### config.mk
export PLATFORM = sky130hd
export DESIGN_NAME = voice_allocator
export DESIGN_NICKNAME = d
export VERILOG_FILES = /design/src/rtl/voice_allocator.sv
export SDC_FILE = /design/constraint.sdc
export NUM_CORES = 1
export LEC_CHECK = 0
export CORE_MARGIN = 3
export CORE_UTILIZATION = 45
export DETAILED_ROUTE_END_ITERATION = 16
export PLACE_DENSITY = 0.69
export SLEW_MARGIN = 20
export SYNTH_ARGS = -nofsm -noshare
export SYNTH_HDL_FRONTEND = slang
export SYNTH_SLANG_ARGS = --single-unit
### constraint.sdc
create_clock -name clk_in -period 4 [get_ports clk_in]
set_clock_uncertainty 0.05 [all_clocks]
set_input_delay 0.6 -clock clk_in [delete_from_list [all_inputs] [get_ports clk_in]]
set_output_delay 0.6 -clock clk_in [all_outputs]
set_load 0.02 [all_outputs]
### src/rtl/voice_allocator.sv
// voice_allocator: registers raw key levels, derives press pulses and the
// lowest held key, and assigns pressed keys to a small pool of voice slots.
// One key is allocated per cycle (lowest index first) to the lowest idle
// voice. Define VOICE_STEAL_EN to let a candidate take the oldest voice
// when every voice is busy; by default it waits for a voice to free up.
module voice_allocator #(
  parameter int unsigned NUM_KEYS   = 24,
  parameter int unsigned NUM_VOICES = 4,
  parameter int unsigned AGE_W      = 16,
  localparam int unsigned KEY_W     = $clog2(NUM_KEYS)
) (
  input  logic                        clk_in,
  input  logic                        rst_in,
  input  logic [NUM_KEYS-1:0]         touch_status_in,
  output logic [NUM_KEYS-1:0]         gate_out,
  output logic [NUM_KEYS-1:0]         trigger_out,
  output logic [KEY_W-1:0]            note_sel_out,
  output logic                        note_valid_out,
  output logic [NUM_VOICES-1:0]       voice_active_out,
  output logic [NUM_VOICES*KEY_W-1:0] voice_note_out,
  output logic [NUM_VOICES-1:0]       voice_trig_out,
  output logic                        voices_full_out
);

  localparam int unsigned VOICE_W  = (NUM_VOICES > 1) ? $clog2(NUM_VOICES) : 1;
  localparam int unsigned KEY_SPAN = 1 << KEY_W;

  logic [NUM_KEYS-1:0]   gate_q;
  logic [NUM_KEYS-1:0]   gate_prev_q;
  logic [NUM_KEYS-1:0]   pending_q, pending_d;
  logic [NUM_VOICES-1:0] active_q, active_d;
  logic [NUM_VOICES-1:0] vtrig_q, vtrig_d;
  logic [KEY_W-1:0]      note_q [NUM_VOICES];
  logic [KEY_W-1:0]      note_d [NUM_VOICES];
  logic [AGE_W-1:0]      age_q  [NUM_VOICES];
  logic [AGE_W-1:0]      age_d  [NUM_VOICES];

  logic [NUM_KEYS-1:0]   trigger;
  logic [NUM_KEYS-1:0]   cand;
  logic [KEY_SPAN-1:0]   gate_wide;
  logic                  cand_found;
  logic [KEY_W-1:0]      cand_idx;
  logic                  free_found;
  logic [VOICE_W-1:0]    free_idx;
  logic                  target_found;
  logic [VOICE_W-1:0]    target_idx;
  logic                  alloc;

  assign trigger   = gate_q & ~gate_prev_q;
  assign cand      = (pending_q | trigger) & gate_q;
  // Zero-extended so a stored note index can address it without range issues.
  assign gate_wide = KEY_SPAN'(gate_q);
  assign alloc     = cand_found & target_found;

  assign gate_out         = gate_q;
  assign trigger_out      = trigger;
  assign voice_active_out = active_q;
  assign voice_trig_out   = vtrig_q;
  assign voices_full_out  = &active_q;

  // Lowest-numbered held key for the monophonic note output.
  always_comb begin
    note_sel_out   = '0;
    note_valid_out = 1'b0;
    for (int unsigned i = 0; i < NUM_KEYS; i++) begin
      if (gate_q[i] && !note_valid_out) begin
        note_valid_out = 1'b1;
        note_sel_out   = KEY_W'(i);
      end
    end
  end

  // Lowest-index candidate key awaiting a voice.
  always_comb begin
    cand_found = 1'b0;
    cand_idx   = '0;
    for (int unsigned i = 0; i < NUM_KEYS; i++) begin
      if (cand[i] && !cand_found) begin
        cand_found = 1'b1;
        cand_idx   = KEY_W'(i);
      end
    end
  end

  // Target voice: lowest idle slot, or the oldest slot when stealing.
  always_comb begin
    free_found = 1'b0;
    free_idx   = '0;
    for (int unsigned v = 0; v < NUM_VOICES; v++) begin
      if (!active_q[v] && !free_found) begin
        free_found = 1'b1;
        free_idx   = VOICE_W'(v);
      end
    end
    target_found = free_found;
    target_idx   = free_idx;
`ifdef VOICE_STEAL_EN
    begin : steal_pick
      logic [VOICE_W-1:0] old_idx;
      logic [AGE_W-1:0]   old_age;
      old_idx = '0;
      old_age = age_q[0];
      // Strict compare keeps ties on the lowest index.
      for (int unsigned v = 1; v < NUM_VOICES; v++) begin
        if (age_q[v] > old_age) begin
          old_age = age_q[v];
          old_idx = VOICE_W'(v);
        end
      end
      if (!free_found) begin
        target_found = 1'b1;
        target_idx   = old_idx;
      end
    end
`endif
  end

  // Voice bookkeeping: ageing and release first, then allocation overrides
  // so a voice released and reassigned in the same cycle stays active.
  always_comb begin
    pending_d = cand;
    active_d  = active_q;
    vtrig_d   = '0;
    for (int unsigned v = 0; v < NUM_VOICES; v++) begin
      note_d[v] = note_q[v];
      age_d[v]  = age_q[v];
      if (active_q[v]) begin
        if (age_q[v] != '1) begin
          age_d[v] = age_q[v] + 1'b1;
        end
        if (!gate_wide[note_q[v]]) begin
          active_d[v] = 1'b0;
        end
      end
    end
    if (alloc) begin
      pending_d[cand_idx]  = 1'b0;
      active_d[target_idx] = 1'b1;
      note_d[target_idx]   = cand_idx;
      age_d[target_idx]    = '0;
      vtrig_d[target_idx]  = 1'b1;
    end
  end

  // Packed view of the per-voice note registers.
  always_comb begin
    voice_note_out = '0;
    for (int unsigned v = 0; v < NUM_VOICES; v++) begin
      voice_note_out[v*KEY_W +: KEY_W] = note_q[v];
    end
  end

  // State registers with synchronous active-low reset.
  always_ff @(posedge clk_in) begin
    if (!rst_in) begin
      gate_q      <= '0;
      gate_prev_q <= '0;
      pending_q   <= '0;
      active_q    <= '0;
      vtrig_q     <= '0;
      for (int unsigned v = 0; v < NUM_VOICES; v++) begin
        note_q[v] <= '0;
        age_q[v]  <= '0;
      end
    end else begin
      gate_q      <= touch_status_in;
      gate_prev_q <= gate_q;
      pending_q   <= pending_d;
      active_q    <= active_d;
      vtrig_q     <= vtrig_d;
      for (int unsigned v = 0; v < NUM_VOICES; v++) begin
        note_q[v] <= note_d[v];
        age_q[v]  <= age_d[v];
      end
    end
  end

endmodule

Word level (Yosys, flattened, before mapping)

Memory sizes are Yosys's and may differ from the RTL's.
Index checks and enable logic that the tools add are counted.

Register bits after elaboration: 80
Bits in writable memories: 20
Input port bits: 26
Output and inout port bits: 83
Word-level logic and storage cells: 267
Memories kept: 1

Magnitude comparators: 10
Muxes and demuxes: 133
Bitwise gates (word level): 13
Reductions and logical operators: 105

Memory list:

| name   | words | bits a word | rd ports | clocked after memory_dff | wr ports | line | text |
|---|---|---|---|---|---|---|---|
| note_q | 4     | 5           | 4        | 0                        | 4        | 33   | `logic [KEY_W-1:0] note_q [NUM_VOICES];` |

Operators by type and width:

| cell               | count |
|---|---|
| $mux 5             | 48 |
| $and 24x24->24     | 3 |
| $mux 1             | 71 |
| $logic_and 1x1->1  | 52 |
| $logic_not 1->1    | 51 |
| $not 24->24        | 2 |
| $lt 5x6->1 const B | 5 |
| $mux 24            | 1 |
| $or 24x24->24      | 1 |
| $bmux 1 s5         | 4 |
| $bwmux 20          | 1 |
| $mux 20            | 1 |
| $demux 5 s2        | 1 |
| $mux 2             | 3 |
| $demux 1 s5        | 1 |
| $ge 5x1->1 const B | 1 |
| $mux 4             | 1 |
| $or 1x1->1         | 4 |
| $or 4x4->4         | 1 |
| $reduce_and 4->1   | 1 |
| $ge 3x3->1 const B | 1 |
| $lt 2x3->1 const B | 1 |
| $lt 3x1->1 const B | 1 |
| $not 2->3          | 1 |
| other kinds (4)    | 4 |

Logic depth before layout (Yosys ltp)

Gate-level depths: netlist (run 1).

Depth after elaboration: 81
Depth in mapped cells: 8
Gate-level depth less buffers: 6

Worst setup path after synthesis (run 1)

No wires, ideal clock.

Kind: register to output
Start point: register gate_q[4], in the netlist gate_out[4]
End point: output note_sel_out[0]
Data arrival time: 1.980 ns
Setup slack: 1.370 ns
Stages on the path, launching flop included: 8
Buffers on the path: 1
Cell sequence: dfxtp_1 clkbuf_1 or4_1 nor2_1 nand2_1 nor4_2 nand3b_1 o211ai_1

Longest elaborated chain between the ends: 59

RTL lines:

| item                   | line | text |
|---|---|---|
| from (decl)            | 28   | `logic [NUM_KEYS-1:0] gate_q;` |
| from (signal assigned) | 166  | `gate_q <= touch_status_in;` |
| $logic_and 1x1->1 *    | 66   | `if (gate_q[i] && !note_valid_out) begin` |
| $mux 1                 | 66   |  |
| $logic_not 1->1        | 66   |  |
| $logic_and 1x1->1      | 66   |  |
| $mux 1                 | 66   |  |
| $logic_not 1->1        | 66   |  |
| $logic_and 1x1->1      | 66   |  |
| $mux 1                 | 66   |  |
| [43 not listed]        | --   |  |
| $logic_and 1x1->1      | 66   |  |
| $mux 1                 | 66   |  |
| $logic_not 1->1        | 66   |  |
| $logic_and 1x1->1      | 66   |  |
| $mux 1                 | 66   |  |
| $logic_not 1->1        | 66   |  |
| $logic_and 1x1->1      | 66   |  |
| $mux 5 *               | 66   |  |
| to (decl)              | 17   | `output logic [KEY_W-1:0] note_sel_out,` |

Every way passes the cells marked *; elsewhere a longest branch is shown, timed or not.

Worst setup path in the final report (run 1)

Start point: register gate_q[4], in the netlist gate_out[4]
End point: output note_sel_out[1]

Same word-level chain as after synthesis.

==> impl_metrics.tcl, run 1 <==
set metrics [dict create \
    h-tree-depth 3 \
    area_growth_pct 26.7 \
    maxCapViolations 0 \
    grt_pass1_vias 4402 \
    initial_core_util_pct 46.7 \
    fin_area_mm2 0.00650 \
    grt_max_degree 55 \
    ir_drop_uv 190 \
    grt_util_all_layers_pct 23.7 \
    post_cts_resized 0 \
    power.density_mw_per_mm2 388 \
    root_buffer "clkbuf_16" \
    yosysTopAreaCellShare_pct 39.0 \
    wl_per_cell_um 20.0 \
    mostFrequentLayoutCells "108 x clkdlybuf4s50_1, 100 x dfxtp_1, 45 x nor2_1, 42 x and2_1, 38 x nand2_1" \
    synth_top_cell_by_area "dfxtp_1" \
    gp_congestion 0.908 \
    syn_inst 529 \
    crit_type "reg2out" \
    outcome "finished clean" \
    grt_pass1_wl_um 23800 \
    ys_seq_area_share_pct 39.0 \
    chipHeight_um 113 \
    vias 4545 \
    cp.required_ps 3350 \
    dr.pass1.iters 5 \
    drive_gt1_share_pct 13.5 \
    mostFrequentLayoutCell "clkdlybuf4s50_1" \
    grt_overflow 0 \
    syn_nets 555 \
    crit_path_end_kind "output port" \
    core_area_mm2 0.0110 \
    nFillCells 946 \
    die_w_um 113 \
    synth_xor_xnor_area_share_pct 0 \
    synth_ff_type "dfxtp_1" \
    yosys.area_share.adder_pct 0 \
    synth-compound-area-share_pct 16.8 \
    synth_area_per_cell_um2 9.70 \
    cts_tree "done" \
    insertion_delay_ps 360 \
    slew_headroom_pct 30.1 \
    muxShareOfSynthArea_pct 15.3 \
    yosys.area_share.simple_pct 23.4 \
    setup_viol 0 \
    min_period_ps 3570 \
    dpl.hpwl_um 11000 \
    synth_area_leaders "dfxtp_1 39%, mux4_2 11%, and2_1 5.1%" \
    syn-cell-area_mm2 0.00513 \
    cts_made_buffers 9 \
    fp-row-count 38 \
    antenna_found_initial 0 \
    viasPerCell 6.04 \
    arrival_ps 2920 \
    synth_edf_count 0 \
    slew_violations 0 \
    worstPathMaxFanout 14 \
    tightestPinTransition_ps 1050 \
    numPortBuffers 108 \
    synth_top_family_by_area "simple AND/OR/NAND/NOR gates" \
    drc 0 \
    ys_ff_latch 100 \
    cts_hold_buffers 0 \
    synth_warnings 0 \
    n_antenna_cell 0 \
    clockBufferDepth 2 \
    layout.nets 634 \
    ant_nets 0 \
    holdCritPathClass "reg2reg" \
    cts_setup_buffers 0 \
    startpoint_type "register" \
    clkTransAtPathRegs_ps 70 \
    drt_iter0_drc 411 \
    rsz0062_at_grt "false" \
    synth_cell_types 68 \
    fin_cells 753 \
    fmax_mhz 280 \
    finalCritPeriodShare_pct 89.3 \
    synth-async-reset-ratio_pct 0 \
    placedCellCount 737 \
    setup_tns_ps 0 \
    io-pin-count 109 \
    leakagePower_nw 2.34 \
    clock_sinks 100 \
    die_area_mm2 0.0127 \
    drt_wl_total_um 15000 \
    dpl_cell_area_mm2 0.00619 \
    hold_viol 0 \
]
final timing paths:
kind | startpoint | to | slack (ps) | cells after the start
setup / recovery | gate_out[4]$_SDFF_PN0_ | note_sel_out[1] | 430 | 7
setup reg to reg | pending_q[10]$_SDFF_PN0_ | pending_q[10]$_SDFF_PN0_ | 1270 | 6
hold reg to reg | note_q[2][3]$_SDFFE_PN0P_ | note_q[2][3]$_SDFFE_PN0P_ | 470 | 2
hold / removal | note_q[2][3]$_SDFFE_PN0P_ | note_q[2][3]$_SDFFE_PN0P_ | 470 | 2
layer usage:
metal | GRT usage, % | wire length [um] | vias to the layer above
met5 | 0 | 0 | -
met1 | 31.2 | 6270 | 2194
li1 | - | - | 2088
met3 | 4.81 | 1210 | 34
met4 | 10.0 | 451 | 0
met2 | 38.0 | 7090 | 229
metrics by stage:
step                hold slack, ps  setup WS (ps)  util [%]  power, mW
floorplan                      463           1370         -       1.44
global placement               442            854      56.4       1.62
detailed placement             451            816      56.4       1.63
CTS                            461            437      59.2       2.52
global route                   521            275      59.2       2.62
finish                         470            427      59.2       2.52
power by group:
group / internal (mW) / switching (mW)
Combinational: 0.233 / 0.262
Sequential: 1.04 / 0.0795
Clock: 0.508 / 0.396
Total: 1.78 / 0.737
state kept, by name, indices dropped and copies added (netlist names):
name and count:
gate_out 24, gate_prev_q 24, note_q 20, pending_q 24
voice_active_out 4, voice_trig_out 4
critical path, stage by stage, from the launching register on:
cell             delay, ps
dfxtp_1                440
or4_1                  610
nor2_1                 170
nand2_1                130
nor4_2                 300
o21ai_1                120
o211ai_1               150
clkdlybuf4s50_1        650
synthesized netlist by cell type (all sizes together), types with 8 or more instances:
master / count
dfxtp: 100
nor2: 45
and2: 42
nand2: 39
a21oi: 29
mux4: 28
clkbuf: 26
nand2b: 22
a31oi: 21
buf: 19
o21ai: 19
nor3: 15
nor2b: 14
a22oi: 12
inv: 11
mux2i: 10
nor4: 8
cells by family after synthesis:
logic type | after synthesis
AND/OR/NAND/NOR | 214
AO/OA/AOI/OAI | 117
flip-flops | 100
buffers and inverters | 56
multiplexers | 42
final cells by class:
class                           count  area, um2  area share [%]
Multi-Input combinational cell    373       2850            43.9
Sequential cell                   100       2000            30.8
Timing Repair Buffer              113       1120            17.2
Clock buffer                       10        239            3.68
Tap cell                          140        175            2.70
Clock inverter                      6       68.8            1.06
Inverter                           11       41.3           0.635
Note: power is estimated with default switching activity, not from simulation.
==> run 2, diff against run 1 <==
Settings changed: SETUP_SLACK_MARGIN set to 0.4.
==> run 2 against run 1 <==
Net effect: combinational power about the same; non-clock buffer count unchanged; utilization barely moved; sequential share of layout area barely moved; routed wire length increased by 0.12%; clock power up 0.4%; via count is 0.40% lower; setup slack better by 230 ps; fmax increased by 6.8%; first-iteration DRC count is 9.2% lower.
==> impl_metrics.tcl, run 2 (synthesis results as in run 1) <==
set metrics [dict create \
    io-pin-count 109 \
    slew_headroom_pct 29.4 \
    setup_tns_ps 0 \
    clkTransAtPathRegs_ps 70 \
    die_area_mm2 0.0127 \
    gp_congestion 0.908 \
    holdCritPathClass "reg2reg" \
    worst_hold_path.endpoint "note_q[2][3]$_SDFFE_PN0P_" \
    grt_pass1_vias 4402 \
    fp-row-count 38 \
    mostFrequentLayoutCell "clkdlybuf4s50_1" \
    crit_type "reg2out" \
    numPortBuffers 108 \
    grt_max_degree 55 \
    clockBufferDepth 2 \
    tightestPinTransition_ps 1060 \
    drt_iter0_drc 373 \
    initial_core_util_pct 46.7 \
    worstPathMaxFanout 14 \
    min_period_ps 3350 \
    dr.pass1.iters 6 \
    finalCritPeriodShare_pct 83.7 \
    min-delay-start "note_q[2][3]$_SDFFE_PN0P_" \
    drc 0 \
    area_growth_pct 26.7 \
    cts_hold_buffers 0 \
    chipHeight_um 113 \
    wl_per_cell_um 20.0 \
    ant_nets 0 \
    startpoint_type "register" \
    post_cts_resized 0 \
    drive_gt1_share_pct 13.5 \
    n_antenna_cell 0 \
    slew_violations 0 \
    clock_sinks 100 \
    cts_tree "done" \
    maxCapViolations 0 \
    outcome "finished clean" \
    antenna_found_initial 0 \
    core_area_mm2 0.0110 \
    root_buffer "clkbuf_16" \
    crit_path_end_kind "output port" \
    fmax_mhz 299 \
    dpl.hpwl_um 11000 \
    viasPerCell 6.01 \
    power.total_mw 2.52 \
    setup_viol 0 \
    drt_wl_total_um 15000 \
    rrSetupSlack_ps 1230 \
    cp.required_ps 3350 \
    r2r-start "pending_q[10]$_SDFF_PN0_" \
    cts_setup_buffers 0 \
    timing.hold.ws_ps 473 \
    die_w_um 113 \
    leakagePower_nw 2.36 \
    whs_path_depth 2 \
    grt_overflow 0 \
    grt_util_all_layers_pct 23.7 \
    arrival_ps 2700 \
    grt_pass1_wl_um 23800 \
    mostFrequentLayoutCells "106 x clkdlybuf4s50_1, 100 x dfxtp_1, 45 x nor2_1, 42 x and2_1, 38 x nand2_1" \
    hold_viol 0 \
    layout.nets 634 \
    cts_made_buffers 9 \
    rsz0062_at_grt "false" \
    insertion_delay_ps 360 \
    ir_drop_uv 190 \
    r2r.worst_path.cells 6 \
    power.density_mw_per_mm2 388 \
    h-tree-depth 3 \
    r2r-end "pending_q[10]$_SDFF_PN0_" \
    vias 4527 \
]
==> run 2: cell count changes in the layout (fill, tap and decap cells not counted) <==
cell	before	now
clkdlybuf4s50_1	108	106
dlymetal6s2s_1	0	2
==> run 2: where the power goes <==
group,switching [mW],internal [mW]
clock,0.400,0.508
combinational,0.261,0.232
sequential,0.0800,1.04
total,0.741,1.78
==> run 2: routing by layer <==
layer,vias up,share of wire [%],track usage (%)
li1,2079,-,-
met1,2166,42,31.2
met2,247,47,38.0
met3,35,8.1,4.81
met4,0,3.1,10.0
met5,-,0,0
==> run 2: how the worst max path moves through the flow <==
stage	slack, ps	start	endpoint	depth (start not counted)
floorplan	1370	gate_out[4]$_SDFF_PN0_	note_sel_out[0]	7
global placement	850	gate_out[4]$_SDFF_PN0_	note_sel_out[0]	7
global route	520	gate_out[4]$_SDFF_PN0_	note_valid_out	6
detailed placement	820	gate_out[4]$_SDFF_PN0_	note_sel_out[0]	7
finish	650	gate_out[4]$_SDFF_PN0_	note_valid_out	6
CTS	440	gate_out[4]$_SDFF_PN0_	note_sel_out[0]	7
==> run 2: through the flow <==
step / utilization (%) / cell area (um2) / std cells / setup WS (ps)
after floorplan: - / 5130 / 529 / 1370
after global placement: 56.4 / 6190 / 737 / 854
after detailed placement: 56.4 / 6190 / 737 / 816
after CTS: 59.2 / 6500 / 753 / 437
after global routing: 59.2 / 6500 / 753 / 522
final: 59.2 / 6500 / 753 / 654
==> run 2: layout make-up <==
| cell class | instances | area [um2] |
|---|---|---|
| clock buffers | 10 | 239 |
| clock inverters | 6 | 68.8 |
| fillers | 945 | 4480 |
| inverters | 11 | 41.3 |
| multi-input cells | 373 | 2850 |
| flip-flops and latches | 100 | 2000 |
| well taps | 140 | 175 |
| repair buffers | 113 | 1120 |
==> run 2: critical path: stages (launching register included) <==
cell and delay (ps):
dfxtp_1 440, or4_1 620, nor2_1 170, nand2_1 130, nor4_2 300, nand2_1 120, clkdlybuf4s50_1 560
==> run 3, diff against run 2 <==
Settings changed: PLACE_DENSITY 0.69 to 0.72.
Clock period 4 ns to 2.9 ns, I/O delays scaled along.
==> run 3 against run 2 <==
Net effect: combinational power grew 54%; utilization grew 2.5 points; flip-flop and latch count stayed put; count of clock-buffer cells in the layout rose by 1; design area up 4.3%; non-clock buffer count rose by 27; routed wire length grew 4.0%; setup slack worse by 280 ps; critical path depth grew 1; register-to-register slack worse by 680 ps; critical endpoint is now note_sel_out[0]; largest power group unchanged.
==> impl_metrics.tcl, run 3 (synthesis results as in run 1) <==
set metrics [dict create \
    outcome "finished clean" \
    placedCellCount 762 \
    cp-startpoint "gate_out[3]$_SDFF_PN0_" \
    p_sw_share_pct 28.5 \
    endpoint "note_sel_out[0]" \
    chipHeight_um 113 \
    maxCapViolations 0 \
    die_area_mm2 0.0127 \
    wl_per_cell_um 20.1 \
    worstPathBufferInverterCount 1 \
    core_area_mm2 0.0110 \
    ir_drop_uv 301 \
    critical_path.max_stage_delay_ps 570 \
    fmax_mhz 395 \
    insertion_delay_ps 340 \
    area_growth_pct 32.2 \
    rrSetupSlack_ps 550 \
    p_seq_share_pct 42.4 \
    r2r.worst_path.cells 6 \
    drt_wl_total_um 15600 \
    setup_viol 0 \
    crit_path_end_kind "output port" \
    gp_congestion 0.912 \
    power.total_mw 3.57 \
    io-pin-count 109 \
    initial_core_util_pct 46.7 \
    drive_gt1_share_pct 20.3 \
    holdCritPathClass "reg2reg" \
    startpoint_type "register" \
    comb_power_share_pct 21.3 \
    slew_violations 0 \
    p_sw_mw 1.02 \
    min_period_ps 2530 \
    setup_tns_ps 0 \
    r2r-start "gate_out[19]$_SDFF_PN0_" \
    antenna_found_initial 0 \
    layout.nets 661 \
    cp_top_family "simple AND/OR/NAND/NOR gates" \
    grt_max_degree 55 \
    cp_slowest_cell "or4_4" \
    tightestPinTransition_ps 585 \
    finalWorstSetupSlack_ps 369 \
    root_buffer "clkbuf_16" \
    r2r-end "note_q[0][2]$_SDFFE_PN0P_" \
    drc 0 \
    clock_sinks 100 \
    cts_made_buffers 9 \
    arrival_ps 2050 \
    grt_util_all_layers_pct 24.7 \
    h-tree-depth 3 \
    fin_cells 780 \
    cts_tree "done" \
    crit_chain "or4_4 -> nor2_4 -> nand2_4 -> nor4b_4 -> a211oi_2 -> o211ai_1 -> buf_4" \
    critical_path_depth 7 \
    clkTransAtPathRegs_ps 60 \
    whs_path_depth 2 \
    grt_pass1_wl_um 24800 \
    clockBufferDepth 2 \
    vias 4648 \
    leakagePower_nw 2.51 \
    dpl.hpwl_um 11300 \
    grt_overflow 0 \
    slew_headroom_pct 60.8 \
    worstPathMaxFanout 3 \
    mostFrequentLayoutCell "clkdlybuf4s50_1" \
    power.internal_mw 2.55 \
    grt_pass1_vias 4556 \
    cp.required_ps 2410 \
    min-delay-start "note_q[2][3]$_SDFFE_PN0P_" \
    finalCritPeriodShare_pct 87.3 \
    clkPwrFrac_pct 36.3 \
    dr.pass1.iters 6 \
    die_w_um 113 \
    place_ws_ps 85.7 \
    mostFrequentLayoutCells "102 x clkdlybuf4s50_1, 97 x dfxtp_1, 42 x and2_1, 42 x nor2_1, 37 x nand2_1" \
    dpl_cell_area_mm2 0.00637 \
    ant_nets 0 \
    n_antenna_cell 0 \
    crit_type "reg2out" \
    power.density_mw_per_mm2 526 \
    rsz0062_at_grt "true" \
    fin_area_mm2 0.00678 \
    drt_iter0_drc 354 \
    numPortBuffers 108 \
    fp-row-count 38 \
    viasPerCell 5.96 \
    hold_viol 0 \
]
-- run 3: changes by cell type in the layout (fill, tap and decap cells not counted), moves of 3 or more --
cell             change
buf_4               +29
clkdlybuf4s50_1      -4
dfxtp_1              -3
dfxtp_2              +3
nor2_1               -3
-- run 3: worst min path at each step --
| stage | slack [ps] | to |
|---|---|---|
| after floorplan | 460 | pending_q[18]$_SDFF_PN0_ |
| after global placement | 440 | note_q[2][3]$_SDFFE_PN0P_ |
| after detailed placement | 460 | note_q[2][3]$_SDFFE_PN0P_ |
| after CTS | 470 | note_q[2][3]$_SDFFE_PN0P_ |
| after global routing | 500 | note_q[3][4]$_SDFFE_PN0P_ |
| final | 470 | note_q[2][3]$_SDFFE_PN0P_ |
-- run 3: timing repair --
item | CTS | global route
gates resized for setup | 25 | 22
hold buffers | 0 | 0
setup endpoints to repair | 6 | 13
setup buffers | 0 | 2
pin swaps | 1 | 9
-- run 3: layer usage --
layer  share of wire [%]  vias up  track usage, %  routed length [um]
met5                   0        -               0                   0
met4                 3.0        0            8.97                 477
met3                 8.3       34            4.44                1290
met2                  47      243            40.8                7390
met1                  41     2235            32.4                6480
li1                    -     2136               -                   -
-- run 3: through the flow --
stage                     utilization [%]  hold slack [ps]
after global routing                 61.7              499
after CTS                            61.2              475
after detailed placement             58.0              461
after floorplan                         -              463
after global placement               58.0              438
final                                61.7              467
-- run 3: power by group through the flow --
stage | logic (mW) | registers (mW) | clock network [mW]
after floorplan | 0.442 | 1.55 | 0
after global placement | 0.733 | 1.54 | 0
after detailed placement | 0.737 | 1.54 | 0
after CTS | 0.746 | 1.51 | 1.31
after global routing | 0.810 | 1.52 | 1.36
final | 0.761 | 1.51 | 1.29
-- run 3: layout make-up --
cell class | count | area [um2]
clock buffer | 11 | 233
clock inverter | 5 | 83.8
multi-input combinational | 373 | 2950
fill | 945 | 4200
inverter | 11 | 41.3
tap | 140 | 175
timing repair buffer | 140 | 1300
sequential | 100 | 2010
-- run 3: worst min-delay path: cells and delay by family, from the launching register on --
kind            cells  cell delay, ps
flops               1             330
compound gates      2             140
